--- config.mk ---
export PLATFORM = sky130hd
export DESIGN_NAME = conv_psum_accum
export DESIGN_NICKNAME = d
export VERILOG_FILES = /design/src/rtl/conv_psum_accum.sv
export SDC_FILE = /design/constraint.sdc
export NUM_CORES = 2
export LEC_CHECK = 0
export CORE_AREA = 2 2 416 418
export DETAILED_ROUTE_END_ITERATION = 12
export DIE_AREA = 0 0 418 420
export PLACE_DENSITY = 0.56
export SLEW_MARGIN = 0
export SYNTH_ARGS = -nofsm -noshare
export SYNTH_HDL_FRONTEND = slang
export SYNTH_SLANG_ARGS = --single-unit
export TNS_END_PERCENT = 50
--- constraint.sdc ---
create_clock -name clk -period 35.6 [get_ports clk]
set_input_delay 10.68 -clock clk [delete_from_list [all_inputs] [get_ports clk]]
set_output_delay 10.68 -clock clk [all_outputs]
set_load 0.005 [all_outputs]
--- src/rtl/conv_psum_accum.sv ---
// conv_psum_accum: per-lane partial-sum accumulator downstream of the conv core.
// Sums N = max(cfg_num_tiles,1) beats per output pixel and holds the result
// behind a valid/ready handshake. Optional macro CONV_PSUM_SAT_EN switches the
// per-lane adds from two's-complement wrap to saturation with a sticky flag.
module conv_psum_accum #(
  parameter int OC2_LANES = 16,
  parameter int ACC_W     = 32,
  parameter int OUT_W     = 32,
  parameter int CNT_W     = 16
) (
  input  logic                         clk,
  input  logic                         rst,
  input  logic [CNT_W-1:0]             cfg_num_tiles,
  input  logic                         in_valid,
  output logic                         in_ready,
  input  logic [OC2_LANES*ACC_W-1:0]   partial,
  output logic                         out_valid,
  input  logic                         out_ready,
  output logic [OC2_LANES*OUT_W-1:0]   acc_out,
  output logic [CNT_W-1:0]             tile_cnt,
  output logic                         sat_flag
);

  typedef enum logic {
    ACCUM = 1'b0,
    FULL  = 1'b1
  } state_t;

  state_t                  state, state_nxt;
  logic [CNT_W-1:0]        n_lat, n_cur, tile_cnt_nxt;
  logic                    beat, first, last;
  logic [OUT_W-1:0]        acc     [OC2_LANES];
  logic [OUT_W-1:0]        acc_nxt [OC2_LANES];
  logic [OUT_W-1:0]        psx     [OC2_LANES];
  logic [OUT_W-1:0]        sum     [OC2_LANES];
  logic signed [ACC_W-1:0] pin     [OC2_LANES];

  // In FULL, tile_cnt is always 0, so a beat taken while the result drains
  // is the first beat of the next group.
  assign in_ready  = (state == ACCUM) || out_ready;
  assign out_valid = (state == FULL);
  assign beat      = in_valid && in_ready;
  assign first     = (tile_cnt == '0);
  assign n_cur     = first ? ((cfg_num_tiles == '0) ? CNT_W'(1) : cfg_num_tiles) : n_lat;
  assign last      = (tile_cnt == n_cur - CNT_W'(1));

  // Next-state and tile counter update.
  always_comb begin
    state_nxt    = state;
    tile_cnt_nxt = tile_cnt;
    if (beat) tile_cnt_nxt = last ? '0 : tile_cnt + CNT_W'(1);
    if (beat && last)                    state_nxt = FULL;
    else if (state == FULL && out_ready) state_nxt = ACCUM;
  end

`ifdef CONV_PSUM_SAT_EN
  logic sat_hit;
`endif

  // Per-lane sign extension, add and load/accumulate selection.
  always_comb begin
`ifdef CONV_PSUM_SAT_EN
    sat_hit = 1'b0;
`endif
    for (int unsigned i = 0; i < OC2_LANES; i++) begin
      pin[i] = partial[i*ACC_W +: ACC_W];
      psx[i] = OUT_W'(pin[i]);
      sum[i] = acc[i] + psx[i];
      if (first) begin
        acc_nxt[i] = psx[i];
      end else begin
`ifdef CONV_PSUM_SAT_EN
        if ((acc[i][OUT_W-1] == psx[i][OUT_W-1]) && (sum[i][OUT_W-1] != acc[i][OUT_W-1])) begin
          acc_nxt[i] = acc[i][OUT_W-1] ? {1'b1, {(OUT_W-1){1'b0}}} : {1'b0, {(OUT_W-1){1'b1}}};
          sat_hit    = 1'b1;
        end else begin
          acc_nxt[i] = sum[i];
        end
`else
        acc_nxt[i] = sum[i];
`endif
      end
    end
  end

  // Flatten the accumulator registers onto the output bus.
  always_comb begin
    acc_out = '0;
    for (int unsigned i = 0; i < OC2_LANES; i++) acc_out[i*OUT_W +: OUT_W] = acc[i];
  end

  // State, counter, latched group length and accumulators.
  always_ff @(posedge clk) begin
    if (rst) begin
      state    <= ACCUM;
      tile_cnt <= '0;
      n_lat    <= CNT_W'(1);
      for (int unsigned i = 0; i < OC2_LANES; i++) acc[i] <= '0;
    end else begin
      state <= state_nxt;
      if (beat) begin
        tile_cnt <= tile_cnt_nxt;
        if (first) n_lat <= n_cur;
        for (int unsigned i = 0; i < OC2_LANES; i++) acc[i] <= acc_nxt[i];
      end
    end
  end

`ifdef CONV_PSUM_SAT_EN
  // Sticky saturation indicator, cleared only by reset.
  always_ff @(posedge clk) begin
    if (rst)                 sat_flag <= 1'b0;
    else if (beat && sat_hit) sat_flag <= 1'b1;
  end
`else
  assign sat_flag = 1'b0;
`endif

endmodule
==> qor.yml <==
outcome: "completed"
cts_hold_buf: 0
grt_max_degree: 161
irDropWorstVdd_uv: 31.2
synth-seq-cells: 545
final_common_cell: "clkdlybuf4s50_1"
hold_viol: 0
vias: 46600
firstDrtPassIters: 5
wl_per_cell_um: 22.0
drt_iter0_markers: 2858
layout_common_cells: "clkdlybuf4s50_1, nand2_1, a21oi_1, edfxtp_1, ha_1"
synthesis.nets: 6598
cts_tree: "done"
path_clk_slew_ns: 0.06
cts_buffer_depth: 3
period_needed_ns: 22.51
clock_skew_ns: 0.0359
leakage_nw: 26.8
wl_um: 195000
gp_congestion: 0.922
layout-drive-gt1-share_pct: 3.17
synth-edff-count: 512
arrival_ns: 11.83
route.detailed.drc: 0
rows: 152
drv_cap: 0
maxSlewViolCount: 0
tns_ns: 0
numCtsBuffers: 79
initial_core_util_pct: 27.9
h-tree-depth: 3
finalSetupViolCount: 0
pwr_density_cell_nw_per_um2: 43.0
antenna_found_initial: 78
viasPerCell: 5.25
grt_pass1_vias: 44300
clock_latency_ns: 0.71
netlist_area_um2: 47800
slew_headroom_pct: 26.5
worst_hold_path_type: "flip-flop to flip-flop"
avgSynthCellArea_um2: 8.61
io_pins: 1063
nets: 7577
path_max_fanout: 4
cts_root_buf: "clkbuf_16"
ctsResizeCount: 0
core_area_um2: 171000
ant_nets: 0
die_w_um: 418
worst_setup_path_start_kind: "input pin"
die_area_um2: 176000
dp_hpwl_um: 150000
cts_setup_buffers: 0
synth_flop_cell: "edfxtp_1"
finalCritPeriodShare_pct: 63.2
grt_setup_unrepaired: "false"
grt_pass1_wl_um: 283000
grt_usage_pct: 21.1
netlist_instances: 5551
cp-end-kind: "output port"
die_y_um: 420
critPathRequiredTime_ns: 24.92
finalPower_w: 0.00273
worstSetupPathType: "input pin to output port"
cts_sinks: 545
ys.warnings.count: 0
yosysSeqAreaShare_pct: 33.6
grt.overflow.total: 0
port_buffers: 1061
synth_cell_types: 93
timing.fmax_ghz: 0.0444
area_delta_synth_final_pct: 32.9
worst_pin_slew_ns: 1.10
async_reset_ff_share_pct: 0
-- state kept, by name, summed over array words and instances, names as in the netlist --
register and count:
acc 512, out_valid 1, tile_cnt 16, n_lat 16
-- routing by layer --
metal  part of all wire, %  vias to the layer above  GRT usage (%)
met4                   5.4                       38           11.4
met3                   6.5                      371           5.13
met2                    48                     1375           35.8
met5                  0.13                        -              0
li1                      -                    22600              -
met1                    40                    22200           24.5
-- cell usage after synthesis (17+ instances only) --
cell	number	share of area [%]
nor3_1	84	0.88
xor2_1	169	3.1
a21oi_1	744	7.8
and4_1	23	0.42
xnor2_1	244	4.5
a211oi_1	102	1.6
nand2_1	900	7.1
o21a_1	63	0.99
dfxtp_1	33	1.4
nand3_1	177	1.9
o21ai_1	51	0.53
o41ai_1	17	0.31
ha_1	499	13
o21bai_1	39	0.61
and3_1	56	0.73
nor2_1	298	2.3
and2_1	28	0.37
clkbuf_1	185	1.5
a21o_1	284	4.5
inv_1	140	1.1
a31oi_1	58	0.76
o211ai_1	44	0.69
o21ai_0	238	2.5
nand4_1	48	0.63
or3_1	66	0.86
nor2b_1	50	0.65
edfxtp_1	512	32
o211a_1	17	0.36
mux2i_1	22	0.46
nand2b_1	75	0.98
-- critical path, stage by stage --
cell and delay, ns:
clkdlybuf4s50_1 0.46, nand2b_1 0.17, clkdlybuf4s50_1 0.52
-- logic make-up after synthesis --
group           count (synthesis)  share of synthesized area (%)
simple gates                 1914                           18.6
fa+ha+maj                     515                           13.7
buf+inv                       341                           2.80
flops                         545                           33.6
xor+xnor                      413                           7.57
compound gates               1799                           23.2
other cells                     1                        0.00785
mux                            23                          0.508
-- path summary, 6_finish.rpt --
check | startpoint | to | slack, ns | depth (start not counted)
setup reg to reg | tile_cnt[0]$_SDFFE_PP0P_ | acc[0][26]$_SDFFCE_PN0P_ | 30.69 | 12
setup / recovery | out_ready | in_ready | 13.09 | 3
hold / removal | n_lat[15]$_SDFFE_PP0P_ | n_lat[15]$_SDFFE_PP0P_ | 0.47 | 2
hold reg to reg | n_lat[15]$_SDFFE_PP0P_ | n_lat[15]$_SDFFE_PP0P_ | 0.47 | 2
-- per-stage QoR --
| step | std cells | cell area (µm²) | setup WS (ns) | hold WS (ns) | util (%) |
|---|---|---|---|---|---|
| after detailed placement | 8682 | 60800 | 13.09 | 0.460 | 35.5 |
| after global routing | 8862 | 63400 | 13.02 | 0.492 | 37.1 |
| after floorplan | 5551 | 47800 | 13.60 | 0.436 | - |
| after CTS | 8825 | 63400 | 13.08 | 0.468 | 37.1 |
| final | 8873 | 63500 | 13.09 | 0.467 | 37.1 |
| after global placement | 8682 | 60800 | 13.06 | 0.444 | 35.5 |
-- layout make-up --
class | count | area [µm²]
Fill cell | 17400 | 107000
Multi-Input combinational cell | 4665 | 30400
Sequential cell | 545 | 16000
Timing Repair Buffer | 1098 | 10900
Tap cell | 2233 | 2790
Clock buffer | 104 | 2150
Inverter | 141 | 537
Clock inverter | 39 | 448
Antenna cell | 48 | 120
-- where the power goes --
part           leakage, nW  switching (W)  internal, W
logic                 19.7       0.000577     0.000490
clock network         1.27       0.000352     0.000474
registers             5.88      0.0000529     0.000786
Power figures use the tool's default switching activity.
